<file path="src/rtl/pll_seq_pkg.sv">
// Shared definitions for the PLL reset sequencer: state codes and counter sizing.
package pll_seq_pkg;

  // Symbolic view of the sequencer states, kept in step with the codes below.
  typedef enum logic [2:0] {
    StHold  = 3'd0,
    StRel   = 3'd1,
    StWait  = 3'd2,
    StRun   = 3'd3,
    StFault = 3'd4
  } seq_state_e;

  // Legacy-compatible state codes; these values appear on the state output.
  localparam logic [2:0] S_HOLD  = 3'd0;
  localparam logic [2:0] S_REL   = 3'd1;
  localparam logic [2:0] S_WAIT  = 3'd2;
  localparam logic [2:0] S_RUN   = 3'd3;
  localparam logic [2:0] S_FAULT = 3'd4;

  // Width that holds the largest of the three cycle counts without wrapping.
  function automatic int unsigned cnt_width(input int unsigned a, input int unsigned b,
                                            input int unsigned c);
    int unsigned m;
    m = a;
    if (b > m) m = b;
    if (c > m) m = c;
    return (m < 2) ? 1 : $clog2(m + 1);
  endfunction

endpackage

</file>
<file path="src/rtl/sync_2ff.sv">
// Two-flop synchroniser for asynchronous level inputs; clears to 0 on reset.
module sync_2ff #(
  parameter int unsigned WIDTH = 1
) (
  input  logic             clk,
  input  logic             reset_n,
  input  logic [WIDTH-1:0] d,
  output logic [WIDTH-1:0] q
);

  logic [WIDTH-1:0] meta_q;
  logic [WIDTH-1:0] sync_q;

  // First stage may go metastable; second stage gives a clean level.
  always_ff @(posedge clk or negedge reset_n) begin
    if (!reset_n) begin
      meta_q <= '0;
      sync_q <= '0;
    end else begin
      meta_q <= d;
      sync_q <= meta_q;
    end
  end

  assign q = sync_q;

endmodule

</file>
<file path="src/rtl/pll_reset_sequencer.sv">
// Brings up a chain of dependent PLLs one at a time, then releases the system reset.
// Define PLL_SEQ_TIMEOUT_EN to add a per-channel lock timeout with a sticky fault state.
module pll_reset_sequencer
  import pll_seq_pkg::*;
#(
  parameter int unsigned N_PLL        = 2,
  parameter int unsigned HOLD_CYCLES  = 16,
  parameter int unsigned LOCK_STABLE  = 8,
  parameter int unsigned LOCK_TIMEOUT = 65535
) (
  input  logic             clk,
  input  logic             reset_n,
  input  logic [N_PLL-1:0] pll_locked,
  input  logic             sw_restart,
  output logic [N_PLL-1:0] pll_reset,
  output logic             sys_reset,
  output logic [N_PLL-1:0] locked_sync,
  output logic [2:0]       state,
  output logic             fault,
  output logic [2:0]       fault_ch
);

  localparam int unsigned   CW          = cnt_width(HOLD_CYCLES, LOCK_STABLE, LOCK_TIMEOUT);
  localparam logic [CW-1:0] CNT_MAX     = {CW{1'b1}};
  localparam logic [CW-1:0] HOLD_LAST   = CW'(HOLD_CYCLES - 1);
  localparam logic [CW-1:0] STABLE_LAST = CW'(LOCK_STABLE - 1);
  localparam logic [2:0]    CH_LAST     = 3'(N_PLL - 1);

  logic [2:0]       state_q, state_d;
  logic [2:0]       ch_q, ch_d;
  logic [N_PLL-1:0] pll_reset_q, pll_reset_d;
  logic             sys_reset_q, sys_reset_d;
  logic [CW-1:0]    hold_cnt_q, hold_cnt_d;
  logic [CW-1:0]    lock_cnt_q, lock_cnt_d;
`ifdef PLL_SEQ_TIMEOUT_EN
  localparam logic [CW-1:0] TMO_LAST = CW'(LOCK_TIMEOUT - 1);
  logic [CW-1:0]    tmo_cnt_q, tmo_cnt_d;
  logic             fault_q, fault_d;
  logic [2:0]       fault_ch_q, fault_ch_d;
`endif

  logic             lock_cur;
  logic             any_low;
  logic [2:0]       low_ch;
  logic [N_PLL-1:0] ch_oh, ch_next_oh, mask_from_ch, mask_from_low;

  sync_2ff #(
    .WIDTH(N_PLL)
  ) u_sync (
    .clk    (clk),
    .reset_n(reset_n),
    .d      (pll_locked),
    .q      (locked_sync)
  );

  // Per-channel decode: current channel's lock, lowest unlocked channel, reset masks.
  always_comb begin
    lock_cur      = 1'b0;
    low_ch        = '0;
    ch_oh         = '0;
    ch_next_oh    = '0;
    mask_from_ch  = '0;
    mask_from_low = '0;
    any_low       = ~&locked_sync;
    for (int j = N_PLL - 1; j >= 0; j--) begin
      ch_oh[j]        = (ch_q == 3'(j));
      ch_next_oh[j]   = ((ch_q + 3'd1) == 3'(j));
      mask_from_ch[j] = (j >= int'(ch_q));
      if (ch_q == 3'(j)) lock_cur = locked_sync[j];
      if (!locked_sync[j]) low_ch = 3'(j);
    end
    for (int j = 0; j < N_PLL; j++) begin
      mask_from_low[j] = (j >= int'(low_ch));
    end
  end

  // Sequencer next state; software restart overrides every other event.
  always_comb begin
    state_d     = state_q;
    ch_d        = ch_q;
    pll_reset_d = pll_reset_q;
    sys_reset_d = sys_reset_q;
    hold_cnt_d  = hold_cnt_q;
    lock_cnt_d  = lock_cnt_q;
`ifdef PLL_SEQ_TIMEOUT_EN
    tmo_cnt_d   = tmo_cnt_q;
    fault_d     = fault_q;
    fault_ch_d  = fault_ch_q;
`endif
    if (sw_restart) begin
      state_d     = S_HOLD;
      ch_d        = '0;
      pll_reset_d = '1;
      sys_reset_d = 1'b1;
      hold_cnt_d  = '0;
      lock_cnt_d  = '0;
`ifdef PLL_SEQ_TIMEOUT_EN
      tmo_cnt_d   = '0;
      fault_d     = 1'b0;
      fault_ch_d  = '0;
`endif
    end else begin
      case (state_q)
        S_HOLD: begin
          if (hold_cnt_q == HOLD_LAST) begin
            state_d     = S_REL;
            pll_reset_d = pll_reset_q & ~ch_oh;
          end else if (hold_cnt_q != CNT_MAX) begin
            hold_cnt_d = hold_cnt_q + 1'b1;
          end
        end
        S_REL: begin
          state_d    = S_WAIT;
          hold_cnt_d = '0;
          lock_cnt_d = '0;
`ifdef PLL_SEQ_TIMEOUT_EN
          tmo_cnt_d  = '0;
`endif
        end
        S_WAIT: begin
          if (lock_cur) begin
            if (lock_cnt_q == STABLE_LAST) begin
              lock_cnt_d = '0;
              if (ch_q == CH_LAST) begin
                state_d     = S_RUN;
                sys_reset_d = 1'b0;
              end else begin
                state_d     = S_REL;
                ch_d        = ch_q + 3'd1;
                pll_reset_d = pll_reset_q & ~ch_next_oh;
              end
            end else if (lock_cnt_q != CNT_MAX) begin
              lock_cnt_d = lock_cnt_q + 1'b1;
            end
          end else begin
            lock_cnt_d = '0;
          end
`ifdef PLL_SEQ_TIMEOUT_EN
          // A successful lock in the same cycle wins over the timeout.
          if (state_d == S_WAIT) begin
            if (tmo_cnt_q == TMO_LAST) begin
              state_d     = S_FAULT;
              fault_d     = 1'b1;
              fault_ch_d  = ch_q;
              pll_reset_d = pll_reset_q | mask_from_ch;
            end else if (tmo_cnt_q != CNT_MAX) begin
              tmo_cnt_d = tmo_cnt_q + 1'b1;
            end
          end
`endif
        end
        S_RUN: begin
          if (any_low) begin
            state_d     = S_HOLD;
            ch_d        = low_ch;
            pll_reset_d = pll_reset_q | mask_from_low;
            sys_reset_d = 1'b1;
            hold_cnt_d  = '0;
          end
        end
        S_FAULT: begin
          // Parked until software restart.
        end
        default: begin
          state_d     = S_HOLD;
          ch_d        = '0;
          pll_reset_d = '1;
          sys_reset_d = 1'b1;
          hold_cnt_d  = '0;
        end
      endcase
    end
  end

  // State registers; reset parks everything in hold with all resets asserted.
  always_ff @(posedge clk or negedge reset_n) begin
    if (!reset_n) begin
      state_q     <= S_HOLD;
      ch_q        <= '0;
      pll_reset_q <= '1;
      sys_reset_q <= 1'b1;
      hold_cnt_q  <= '0;
      lock_cnt_q  <= '0;
`ifdef PLL_SEQ_TIMEOUT_EN
      tmo_cnt_q   <= '0;
      fault_q     <= 1'b0;
      fault_ch_q  <= '0;
`endif
    end else begin
      state_q     <= state_d;
      ch_q        <= ch_d;
      pll_reset_q <= pll_reset_d;
      sys_reset_q <= sys_reset_d;
      hold_cnt_q  <= hold_cnt_d;
      lock_cnt_q  <= lock_cnt_d;
`ifdef PLL_SEQ_TIMEOUT_EN
      tmo_cnt_q   <= tmo_cnt_d;
      fault_q     <= fault_d;
      fault_ch_q  <= fault_ch_d;
`endif
    end
  end

  assign pll_reset = pll_reset_q;
  assign sys_reset = sys_reset_q;
  assign state     = state_q;
`ifdef PLL_SEQ_TIMEOUT_EN
  assign fault     = fault_q;
  assign fault_ch  = fault_ch_q;
`else
  assign fault     = 1'b0;
  assign fault_ch  = 3'd0;
`endif

endmodule

</file>
<file path="config.mk">
export PLATFORM = sky130hd
export DESIGN_NAME = pll_reset_sequencer
export DESIGN_NICKNAME = d
export VERILOG_FILES = /design/src/rtl/pll_seq_pkg.sv /design/src/rtl/sync_2ff.sv /design/src/rtl/pll_reset_sequencer.sv
export SDC_FILE = /design/constraint.sdc
export NUM_CORES = 1
export LEC_CHECK = 0
export ABC_AREA = 1
export BUFFER_PORTS_ARGS = -buffer_cell sky130_fd_sc_hd__buf_2
export CORE_MARGIN = 10
export CORE_UTILIZATION = 45
export CTS_CLUSTER_SIZE = 25
export DETAILED_ROUTE_END_ITERATION = 10
export GPL_ROUTABILITY_DRIVEN = 0
export GPL_TIMING_DRIVEN = 0
export PLACE_DENSITY = 0.63
export SLEW_MARGIN = 20
export SYNTH_ARGS = -nofsm -noshare
export SYNTH_HDL_FRONTEND = slang
export SYNTH_HIERARCHICAL = 1
export SYNTH_SLANG_ARGS = --single-unit
</file>
<file path="constraint.sdc">
create_clock -name clk -period 1.6 [get_ports clk]
set_clock_uncertainty 0.1 [all_clocks]
set_input_delay 0.32 -clock clk [delete_from_list [all_inputs] [get_ports clk]]
set_output_delay 0.32 -clock clk [all_outputs]
set_load 0.1 [all_outputs]
</file>
Word-level counts from Yosys, hierarchy flattened --
Cells that the tools add are included.
Word-level totals: input port bits 5, logic and storage cells 95, register bits after elaboration 45, output and inout bits 12
Cells by class: equality and inequality tests 23, $lt $le $gt $ge 2, muxes and demuxes 40, reduce and logical (&&, ||, !) cells 14, $add $sub $neg 3, bitwise operators 5
Operator list (number):
- 16-bit two-way mux | 8
- 16-bit one-hot mux with 3 select lines | 1
- 3-bit two-way mux | 11
- 16-bit by 1-bit adder with 16-bit output (second input constant) | 2
- 16-bit != test (second input constant) | 2
- 16-bit one-hot mux with 2 select lines | 1
- 3-bit != test (second input constant) | 8
- 16-bit by 3-bit equality test with 1-bit output (second input constant) | 1
- 16-bit by 4-bit equality test with 1-bit output (second input constant) | 1
- 3-bit one-hot mux with 5 select lines | 1
- 5-bit AND reduction | 3
- 2-bit two-way mux | 7
- 3-bit by 1-bit equality test with 1-bit output (second input constant) | 3
- 3-bit logical NOT | 3
- 3-bit one-hot mux with 3 select lines | 1
- 1-bit two-way mux | 8
- 2-bit one-hot mux with 4 select lines | 1
- 3-bit by 2-bit equality test with 1-bit output (second input constant) | 2
- 1-bit by 3-bit greater-or-equal comparator with 1-bit output (first input constant) | 2
- 2-bit by 1-bit != test with 1-bit output (second input constant) | 3
- 6-bit AND reduction | 1
- 5-bit != test (second input constant) | 1
- 2-bit bitwise AND | 2
- 2-bit inverter | 2
- other kinds (10) | 12

Depth between registers and ports, before layout --
Gate-level depths: netlist of run 1.
depth in word-level cells 9, mapped depth 11, depth with buffers taken out 11

By module --
The synthesis of run 1 kept the hierarchy.
By module, submodules not included:
- pll_reset_sequencer | cells an instance 450, seq. area each 1004.7 µm², area each 2959.1 µm², instances 1
- sync_2ff | cells an instance 4, seq. area each 100.1 µm², area each 100.1 µm², instances 1

Worst setup path after synthesis of run 1 --
Ideal clock, no wire load.
path type reg-to-reg, start point register state_q[0] (netlist: state[0]), end point register lock_cnt_q[15], setup time 0.118 ns, path buffers 0, arrival time 1.920 ns, data required time 1.382 ns, period minus slack after synthesis 2.138 ns, cell stages (with the launch flop) 8, path slack -0.538 ns, cell sequence dfrtp_1 inv_2 nand2_4 nand3_1 nand2_1 nand2_2 nand3_1 nand2_1
On the way: word-level cells in the longest chain between the ends 3, elaborated cells on any way between the ends 7, those cells by class 3 x eq/ne; 2 x mux; 2 x reduce/logical
RTL lines:
- start, declared | line pll_reset_sequencer.sv:29 | logic [2:0] state_q, state_d;
- start signal, assigned | line pll_reset_sequencer.sv:190 | state_q <= state_d;
- 3-bit by 2-bit equality test with 1-bit output / 3-bit by 1-bit equality test with 1-bit output (equally long branches) | line pll_reset_sequencer.sv:103 | case (state_q)
- 5-bit != test (no source line) (tied with other cells)
- 2-bit AND reduction (no source line) / 16-bit two-way mux (equally long branches)
- end signal, assigned | line pll_reset_sequencer.sv:195 | lock_cnt_q <= lock_cnt_d;
- end, declared | line pll_reset_sequencer.sv:34 | logic [CW-1:0] lock_cnt_q, lock_cnt_d;
Parallel ways exist; a longest one is shown, timed or not. A chain may end at the register's enable or synchronous reset.

Worst setup path after layout of run 1 --
start point register ch_q[1], end point register lock_cnt_q[10]
On the way: word-level cells in the longest chain between the ends 6, elaborated cells on any way between the ends 9, those cells by class 2 x eq/ne; 5 x mux; 2 x reduce/logical
RTL lines:
- start, declared | line pll_reset_sequencer.sv:30 | logic [2:0] ch_q, ch_d;
- start signal, assigned | line pll_reset_sequencer.sv:191 | ch_q <= ch_d;
- 3-bit by 1-bit equality test with 1-bit output | line pll_reset_sequencer.sv:69 | if (ch_q == 3'(j)) lock_cur = locked_sync[j];
- 1-bit two-way mux | line pll_reset_sequencer.sv:69
- 1-bit two-way mux * | line pll_reset_sequencer.sv:69
- 16-bit two-way mux | line pll_reset_sequencer.sv:121 | if (lock_cur) begin
- 16-bit one-hot mux with 2 select lines | line pll_reset_sequencer.sv:103
- 16-bit two-way mux | line pll_reset_sequencer.sv:90 | if (sw_restart) begin
Mark *: on every way between the ends. The rest lies on a longest branch, timed or not.

==> results of run 1 <==
[metrics by stage]
step / setup slack [ns] / instance area [um2] / hold WS, ns
5_1_grt: -0.2378 / 4140 / 0.007462
3_5_place_dp: -0.4623 / 3321 / 0.2347
3_3_place_gp: -0.4367 / 3321 / 0.2315
2_1_floorplan: -0.1006 / 3169 / -0.07559
6_report: -0.1295 / 4140 / 0.02286
4_1_cts: -0.1182 / 3859 / 0.01291
[report_power, final]
| part | internal, mW | switching (mW) |
|---|---|---|
| registers | 1.27 | 0.140 |
| logic | 0.972 | 1.87 |
| clock network | 0.306 | 0.403 |
[cell families (layout without fill, tap and decap cells)]
kind of cell / after synthesis / count (layout) / share of synthesized area (%)
compound gates: 38 / 38 / 6.298
fa+ha+maj: 6 / 6 / 2.454
xor+xnor: 8 / 8 / 2.290
buf+inv: 61 / 120 / 8.466
simple gates: 296 / 300 / 44.25
flops: 44 / 44 / 36.11
other cells: 1 / 5 / 0.1226
[sequential cells by signal (all words and copies together), names as in the netlist]
name	cells
ch_q	3
hold_cnt_q	16
lock_cnt_q	16
pll_reset	2
state	2
sys_reset	1
u_sync/meta_q	2
u_sync/q	2
[timing repair]
| item | CTS | global route |
|---|---|---|
| hold buffers | 0 | 1 |
| setup endpoints to repair | 46 | 43 |
| gates resized for setup | 61 | 50 |
| setup buffers | 25 | 12 |
| cloned | 5 | 1 |
| endpoints found under the hold margin | 0 | 41 |
| pin swaps | 15 | 15 |
[final timing paths]
kind                       slack, ns             start               end
setup / recovery               -0.13           ch_q[1]    lock_cnt_q[10]
hold / removal                  0.02     pll_locked[0]  u_sync/meta_q[0]
setup reg to reg               -0.13           ch_q[1]    lock_cnt_q[10]
hold reg to reg                 0.25  u_sync/meta_q[1]       u_sync/q[1]
max in group asynchronous       0.48           reset_n       u_sync/q[1]
min in group asynchronous       0.44           reset_n    hold_cnt_q[15]
[per-layer routing]
metal,track usage (%),part of all wire [%],vias to the layer above
met5,0,0,-
met3,2.699,4.6,20
li1,-,-,1612
met2,29.49,51,103
met4,5.206,2.1,0
met1,21.89,42,1515
[layout make-up]
class	count	share of cell area, %
Clock buffer	6	1.753
Multi-Input combinational cell	357	51.10
Clock inverter	2	0.3022
Buffer	10	1.813
Timing Repair Buffer	51	10.34
Tap cell	77	2.327
Sequential cell	44	27.26
Inverter	51	5.107
[cell usage after synthesis, drive strengths merged]
library cell,count
dfstp,3
clkinv,2
nand2,131
nand3b,2
o21ai,32
nand3,49
buf,8
a21oi,5
inv,49
conb,1
nand4,27
nor2,71
ha,6
xor2,7
o31ai,1
nor4,2
dfrtp,41
nor3,11
or2,3
clkbuf,2
xnor2,1
[cells in the final DEF, fill, tap and decap left out, drive strengths merged, types with 9 or more instances in the layout]
| cell | synthesis | routed |
|---|---|---|
| clkbuf | 2 | 9 |
| nand4 | 27 | 27 |
| nand2 | 131 | 134 |
| dfrtp | 41 | 41 |
| nand3 | 49 | 49 |
| inv | 49 | 48 |
| o21ai | 32 | 32 |
| nor2 | 71 | 72 |
| buf | 8 | 57 |
| nor3 | 11 | 11 |
[worst max-delay path: stages, from the launching register on]
cell	delay, ns
dfrtp_1	0.39
inv_2	0.06
ha_1	0.14
inv_2	0.04
nor2_4	0.11
nand3_4	0.09
nand2_4	0.11
nand4_1	0.24
nand2_2	0.24
nand2_1	0.07
nand2_1	0.06
==> metrics.md, run 1 <==
| Metric | Value |
|---|---|
| Status | `finished with violations` |
| Failing checks | `negative setup slack` |
| Non-Filler Instances | `598` |
| Hold WC Path Type | `in2reg` |
| Final core utilization | `64.10%` |
| Worst skew pair latency | `0.30 ns` |
| TritonCTS buffer count | `5` |
| IO Pins | `17` |
| Multi-input gate area | `2116 um2` |
| CTS tree | `yes` |
| Root Driver | `clkbuf_8` |
| Yosys top cell by area | `dfrtp_1` |
| Input/output buffers | `11` |
| Number of diodes | `0` |
| Largest net degree at the start of global routing | `45` |
| Sequential Area | `between 1000 and 1500 um2` |
| Slew HR | `60.07%` |
| Per-cell routed wire length | `around 15 um` |
| Setup WS post-layout | `-0.1295 ns` |
| Die Ht | `102.5 um` |
| Reg2Reg Depth | `10` |
| Power Density | `1198 nW/um2` |
| Total Routing Usage GR | `around 17%` |
| Data arrival time of the critical path | `1.86 ns` |
| Fmax | `0.5782 GHz` |
| Total negative slack | `-2.030 ns` |
| Critical Path Start Type | `flip-flop` |
| Critical path class | `reg2reg` |
| Tmin final | `1.730 ns` |
| Post-layout power | `4.959 mW` |
| Cell row count | `29` |
| Setup violations, final | `36` |
| Bufs on Longest Clock Path | `2` |
| Register bit total from synthesis | `44` |
| DRC Markers | `0` |
| Number of clock sinks | `44` |
| Critical Path End Type | `flip-flop` |
| Hold path cells | `1` |
| FILL cells | `559` |
| Period utilisation layout | `108.1%` |
| Syn Std Cell Area | `between 3000 and 4000 um2` |
| LEAKAGE | `1.841 nW` |
| Final ANT Viol Nets | `0` |
| Syn_area_per_cell | `6.738 um2` |
| Largest cells by area after synthesis | `dfrtp_1 (34%), nand2_1 (15%), nor2_1 (8.1%)` |
| Via Count | `~3.3k` |
| Maximum VDD drop | `0.0008197 V` |
| Congestion Overflow GR | `0` |
| Clock transition at path regs | `0.08 ns` |
| H-tree levels | `2` |
| Yosys warns | `6` |
| Die width | `between 100 and 150 um` |
| First-pass GRT wire length | `14.77 mm` |
| Initial DRC Count | `approximately 240` |
| Worst Path Required | `about 1.7 ns` |
| Vias in the first global route | `3025` |
| Final HPWL DP | `5.747 mm` |
| RSZ-0062 raised after global routing | `true` |
| Final net count | `~530` |
| Count of pins over their slew limit | `0` |
| Max FO, Critical Path | `5` |
| Initial Utilization | `a little under half` |
| Max cap viols | `0` |
| Post-Syn Instances | `454` |
| Placed Instances | `546` |
| Synth top area share | `33.54%` |
| Post-synthesis sequential area ratio | `a little over a third` |
| Die footprint | `10500 um2` |
| Core Footprint | `6459 um2` |
| Via density | `5.435` |
| Layout cells sized above 1 | `between 30% and 40%` |
| Initial antenna violation count | `0` |
| Final hold vios | `0` |
| Cell variety after synth | `32` |
| Slew @ Worst Pin | `approximately 0.6 ns` |
| Area grow syn2layout | `35.34%` |
| Detailed-route wire length | `9.147 mm` |
| DR pass1 iterations | `7` |
Power figures use the tool's default switching activity.
==> run 2: changes to the inputs <==
--- a/config.mk
+++ b/config.mk
@@ -17,5 +17,4 @@
 export SLEW_MARGIN = 20
 export SYNTH_ARGS = -nofsm -noshare
 export SYNTH_HDL_FRONTEND = slang
-export SYNTH_HIERARCHICAL = 1
 export SYNTH_SLANG_ARGS = --single-unit
==> run 2 against run 1 <==
Global-route usage is 2.4 points lower. Setup slack worse by 0.012 ns. Critical path depth is 1 higher. Register-to-register slack hardly changed. Flip-flop and latch count stayed put. Largest cell class unchanged. Final cell count is 5.0% lower. Synthesized cell count is 4.6% lower. Critical path type unchanged. Combinational power is 9.9% lower. Largest power group unchanged. Critical endpoint is now lock_cnt_q[0]. Via count is 9.7% lower. The run still ends with negative setup slack left. First-iteration DRC count is 52% lower.
==> metrics.md, run 2 <==
| Metric | Value |
|---|---|
| Setup violations, final | `36` |
| Period utilisation layout | `108.8%` |
| Top FF cell, synth | `dfrtp_1` |
| Data arrival time of the critical path | `1.88 ns` |
| Tmin final | `about 1.7 ns` |
| LEAKAGE | `2.032 nW` |
| Worst skew pair latency | `~0.30 ns` |
| Bufs on Longest Clock Path | `2` |
| Clock transition at path regs | `~0.090 ns` |
| Worst Path Required | `1.73 ns` |
| Max FO, Critical Path | `6` |
| Most frequent cells in the layout | `nand2_1 (111), nor2_1 (40), inv_1 (38)` |
| Area grow syn2layout | `35.64%` |
| Number of diodes | `0` |
| Layout cells sized above 1 | `37.68%` |
| Biggest regs | `hold_cnt_q x16, lock_cnt_q x16, ch_q x3` |
| Via Count | `about 3k` |
| IO Pins | `17` |
| Cell row count | `29` |
| Die width | `102.1 um` |
| DRC Markers | `0` |
| Final core utilization | `63.70%` |
| Initial Utilization | `46.96%` |
| Core Footprint | `~6500 um2` |
| Most frequent cells after synthesis | `nand2_1 (145), nor2_1 (49), inv_1 (43)` |
| Slew HR | `35.05%` |
| Congestion Overflow GR | `0` |
| Worst R2R Start | `ch_q[1]` |
| Crit path launch | `ch_q[1]` |
| Die footprint | `10420 um2` |
| Placed cell areas | `3269 um2` |
| Post-synthesis sequential area ratio | `36.43%` |
| Initial DRC Count | `117` |
| Input/output buffers | `11` |
| Async SR Flop Fraction | `100.0%` |
| Final net count | `501` |
| Critical Path End Type | `flip-flop` |
| Cell variety after synth | `39` |
| Slew @ Worst Pin | `0.9743 ns` |
| Initial antenna violation count | `0` |
| Final ANT Viol Nets | `0` |
| Detailed-route wire length | `7.685 mm` |
| Count leader, synth | `nand2_1` |
| Status | `finished with violations` |
| Max cap viols | `0` |
| Via density | `~5.2` |
| Critical Path Start Type | `flip-flop` |
| TritonCTS buffer count | `5` |
| Failing checks | `negative setup slack` |
| H-tree levels | `2` |
| Fmax | `0.5742 GHz` |
| Worst slack at placement | `-0.2567 ns` |
| Non-Filler Instances | `568` |
| Register bit total from synthesis | `between 40 and 50` |
| Final HPWL DP | `5.091 mm` |
| Root Driver | `clkbuf_8` |
| CTS Hold Buffers Added | `0` |
| Hold WC Path Type | `in2reg` |
| Most common cell after layout, fill and taps aside | `nand2_1` |
| Yosys top cell by area | `dfrtp_1` |
| Power Density | `1136 nW/um2` |
| Post-Syn Instances | `433` |
| Setup WS post-layout | `-0.1415 ns` |
| Number of clock sinks | `44` |
| Post-synth EDFFs | `0` |
| Final hold vios | `0` |
| Yosys warns | `0` |
| Largest cells by area after synthesis | `dfrtp_1 (34%), nand2_1 (18%), nor2_1 (6.1%)` |
| Syn Std Cell Area | `roughly 3000 um2` |
| Largest net degree at the start of global routing | `45` |
| Maximum VDD drop | `0.001291 V` |
| First-pass GRT wire length | `around 13 mm` |
| RSZ-0062 raised after global routing | `true` |
| Syn_area_per_cell | `7.004 um2` |
| Synth top area share | `33.83%` |
| Total Routing Usage GR | `around 15%` |
| Hold Startpoint | `pll_locked[0]` |
| Count of pins over their slew limit | `0` |
| Per-cell routed wire length | `13.53 um` |
| Critical path class | `reg2reg` |
| DR pass1 iterations | `5` |
| Vias in the first global route | `2769` |
| Final Instance Area | `4114 um2` |
| CTS tree | `yes` |
| Die Ht | `102.1 um` |
| Placed Instances | `about 530` |
run 2: changes by cell type in the layout (fill, tap and decap cells not counted), sizes merged, moves of 3 or more:
cell and delta:
nor2 -14, nand2 +15, o21ai -3, nor3 -7, o21bai +3, nand4 -3
buf -3, nand3 -15
run 2: final cells by class:
cell class	count	area (um2)
sequential	44	1127
clock buffer	7	76.32
timing repair buffer	47	451.7
tap	77	96.34
clock inverter	1	5.005
multi-input combinational	335	2081
buffer	11	93.84
inverter	46	182.7
fill	572	2345
run 2: kinds of logic after synthesis:
kind of cell	count (synthesis)	synth area share, %
and+or+nand+nor	276	41.67
buffers and inverters	58	8.952
DFF	44	36.43
AOI/OAI and AO/OA	40	8.045
xor gates and xnor gates	8	2.310
adders and majority gates	6	2.475
other	1	0.1236
run 2: worst paths after layout:
| path | endpoint | slack, ns | cells after the start |
|---|---|---|---|
| max in group asynchronous | state[0] | 0.61 | 1 |
| min | u_sync.meta_q[0] | 0.02 | 1 |
| min reg2reg | u_sync.q[1] | 0.25 | 0 |
| max reg2reg | lock_cnt_q[0] | -0.14 | 11 |
| min in group asynchronous | hold_cnt_q[10] | 0.07 | 1 |
| max | lock_cnt_q[0] | -0.14 | 11 |
run 2: per-layer routing:
| metal | vias up | global-route usage [%] | part of all wire [%] |
|---|---|---|---|
| li1 | 1501 | - | - |
| met1 | 1388 | 18.90 | 47 |
| met2 | 41 | 24.44 | 48 |
| met3 | 4 | 3.576 | 4.5 |
| met4 | 0 | 4.447 | 0.52 |
| met5 | - | 0 | 0 |
run 2: critical path, cell delays in order (launching register included):
cell and delay, ns:
dfrtp_1 0.40, inv_2 0.11, ha_4 0.14, inv_2 0.04, nor2_4 0.12, nand2_4 0.08, a21oi_2 0.14, nand3_2 0.10
nand2_4 0.17, buf_8 0.15, nand2_1 0.06, nand2_1 0.07
run 2: timing repair:
action,4_1_cts,5_1_grt
resized for setup,46,86
endpoints found under the hold margin,0,0
pin swaps,19,28
gates cloned,1,2
endpoints found under the setup margin,46,42
setup buffers,26,7
run 2: through the flow:
stage / setup TNS (ns) / hold WS (ns) / total power [mW]
after global routing: -6.524 / 0.0007643 / 4.968
after floorplan: -1.477 / -0.07559 / 2.838
final: -2.744 / 0.02397 / 4.672
after global placement: -7.251 / 0.2362 / 3.175
after detailed placement: -8.041 / 0.2389 / 3.188
after CTS: -2.892 / 0.01198 / 4.314
run 2: power breakdown:
group	total [mW]	switching [mW]	internal, mW
Sequential	1.42	0.152	1.27
Combinational	2.56	1.61	0.949
Clock	0.689	0.381	0.307
Total	4.67	2.15	2.53
==> run 3: changes to the inputs <==
--- a/config.mk
+++ b/config.mk
@@ -13,7 +13,7 @@
 export DETAILED_ROUTE_END_ITERATION = 10
 export GPL_ROUTABILITY_DRIVEN = 0
 export GPL_TIMING_DRIVEN = 0
-export PLACE_DENSITY = 0.63
+export PLACE_DENSITY = 0.67
 export SLEW_MARGIN = 20
 export SYNTH_ARGS = -nofsm -noshare
 export SYNTH_HDL_FRONTEND = slang
==> run 3 against run 2 <==
The flow still finishes with violations (negative setup slack). Routed wire length grew 5.2%. Non-clock buffer count grew 2. Clock-buffer cell count grew 1. Die area is the same. Flip-flop and latch count is the same. Power grew 4.3%. Worst hold slack gained 0.0054 ns. Register-to-register slack lost 0.02 ns. Fmax shrank 1.4%. Combinational power grew 7%. Clock power grew 6.0%. Final cell count grew 0.53%. Largest cell class unchanged.
==> metrics.md, run 3 (synthesis results as in run 2) <==
| Metric | Value |
|---|---|
| Status | `finished with violations` |
| Failing checks | `negative setup slack` |
| Critical R2R Capture | `pll_reset[0]` |
| Final hold vios | `0` |
| Area grow syn2layout | `36.76%` |
| M3 GR Usage | `2.632%` |
| Global route hottest layer | `met2` |
| GR Util met1 | `a little under a fifth` |
| Layout cells sized above 1 | `38.46%` |
| Final core utilization | `between 60% and 70%` |
| Worst Path Required | `1.73 ns` |
| Cell mode on critical path | `nand2_1` |
| Maximum VDD drop | `0.001470 V` |
| Initial antenna violation count | `0` |
| Number of diodes | `0` |
| Worst slack at placement | `-0.2237 ns` |
| Initial Utilization | `46.96%` |
| Final HPWL DP | `4.935 mm` |
| Critical Path Start Type | `flip-flop` |
| Die width | `approximately 100 um` |
| Critical Path End Type | `flip-flop` |
| Hold path cells | `1` |
| Crit path launch | `ch_q[0]` |
| RSZ-0062 raised after global routing | `true` |
| LEAKAGE | `2.033 nW` |
| Slew @ Worst Pin | `0.5373 ns` |
| Slew HR | `between 60% and 70%` |
| CTS tree | `yes` |
| Most common cell after layout, fill and taps aside | `nand2_1` |
| Critical Path Sink | `pll_reset[0]` |
| Setup WS post-layout | `-0.1657 ns` |
| Tmin final | `1.766 ns` |
| Vias in the first global route | `2735` |
| IO Pins | `17` |
| DRC Markers | `0` |
| Clock transition at path regs | `0.08 ns` |
| Initial DRC Count | `138` |
| Bufs on Longest Clock Path | `2` |
| Via Count | `~3.0k` |
| Most frequent cells in the layout | `nand2_1 (111), nor2_1 (40), inv_1 (36), buf_4 (36), dfrtp_1 (28)` |
| Max FO, Critical Path | `3` |
| TritonCTS buffer count | `5` |
| Total Routing Usage GR | `~15%` |
| Final ANT Viol Nets | `0` |
| Die footprint | `10420 um2` |
| Crit path max-delay cell type | `dfrtp_2` |
| Core Footprint | `6459 um2` |
| FILL cells | `544` |
| Setup violations, final | `40` |
| Cell family with most CP delay | `simple AND/OR/NAND/NOR gates` |
| Reg-to-reg slack, setup | `-0.17 ns` |
| Data arrival time of the critical path | `1.90 ns` |
| First-pass GRT wire length | `12.54 mm` |
| Detailed-route wire length | `8.083 mm` |
| Cell row count | `29` |
| Biggest regs | `hold_cnt_q x16, lock_cnt_q x16, ch_q x3` |
| Via density | `5.312` |
| Congestion Overflow GR | `0` |
| Met2 Resource Use GR | `roughly a quarter` |
| Critical path class | `reg2reg` |
| Power Density | `1175 nW/um2` |
| CP bufs+invs | `4` |
| Count of pins over their slew limit | `0` |
| Max cap viols | `0` |
| Hold WC Path Type | `in2reg` |
| Number of clock sinks | `44` |
| Slowest Stage Delay on Critical Path | `about 0.44 ns` |
| Crit path cell chain | `buf_4, buf_6, buf_6, ha_4, inv_2, nand2_1, nand2_2, nand2_1, nand2_1, nand2_1, nand2_1, nand3_2, nand2_1, nand2_1` |
| Die Ht | `102.1 um` |
| Period utilisation layout | `110.4%` |
| Per-cell routed wire length | `14.16 um` |
| Final net count | `504` |
| Fmax | `roughly 0.57 GHz` |
| Input/output buffers | `11` |
| Root Driver | `clkbuf_8` |
| Reg2Reg Depth | `14` |
| DR pass1 iterations | `4` |
| Worst skew pair latency | `0.30 ns` |
| H-tree levels | `2` |
| Worst R2R Start | `ch_q[0]` |
| WP depth | `14` |
| Largest net degree at the start of global routing | `45` |
## run 3: changes by cell type in the layout (fill, tap and decap cells not counted), moves of 2 or more
cell,change
buf_4,+3
buf_6,-4
buf_8,+2
dfrtp_1,-3
dfrtp_2,+3
inv_1,-2
inv_2,+2
nand2_2,+2
nand2_4,-2
nand3_2,+2
nor2_2,+2
nor2_4,-2
nor3_2,-2
## run 3: metrics by stage
| step | cell area, um2 | setup TNS (ns) | power (mW) | cells | hold slack, ns |
|---|---|---|---|---|---|
| finish | 4148 | -2.847 | 4.874 | 571 | 0.02933 |
| global placement | 3269 | -6.761 | 3.165 | 525 | 0.2359 |
| CTS | 3659 | -1.846 | 4.345 | 554 | 0.01828 |
| floorplan | 3118 | -1.477 | 2.838 | 437 | -0.07559 |
| global route | 4148 | -6.538 | 5.138 | 571 | 0.01286 |
| detailed placement | 3269 | -6.930 | 3.180 | 525 | 0.2379 |
## run 3: final cells by class
cell class	count	area (um2)	area share [%]
multi-input combinational	336	2062	49.71
inverter	46	182.7	4.404
buffer	12	106.4	2.564
timing repair buffer	48	479.2	11.55
sequential	44	1131	27.27
tap	77	96.34	2.323
clock buffer	8	90.09	2.172
## run 3: repair_timing
action | in CTS | in global routing
hold buffers | 0 | 1
setup endpoints to repair | 46 | 42
buffers inserted | 20 | 12
gates resized for setup | 37 | 93
pin swaps | 19 | 32
hold endpoints to repair | 0 | 18
cloned | 1 | 3
## run 3: worst reg2reg max path: cells and delay by family, from the launching register on
family | cells | cell delay [ns]
and+or+nand+nor | 9 | 0.60
DFF | 1 | 0.44
buffers and inverters | 4 | 0.40
adders and majority gates | 1 | 0.15
## run 3: worst min path at each step
stage	startpoint	end	slack (ns)
2_1_floorplan	reset_n	ch_q[0]	-0.08
3_3_place_gp	u_sync.meta_q[0]	u_sync.q[0]	0.24
3_5_place_dp	u_sync.meta_q[0]	u_sync.q[0]	0.24
4_1_cts	pll_locked[0]	u_sync.meta_q[0]	0.02
5_1_grt	pll_locked[0]	u_sync.meta_q[0]	0.01
6_report	pll_locked[1]	u_sync.meta_q[1]	0.03
## run 3: power breakdown
group          switching (mW)  internal [mW]  total [mW]
logic                    1.67           1.06        2.73
registers               0.149           1.27        1.42
clock network           0.377          0.353       0.730
## run 3: per-layer routing
metal  vias to the layer above  routed length, um
met1                      1452               3602
met3                        13                258
met2                        58               4100
met5                         -                  0
li1                       1510                  -
met4                         0                122
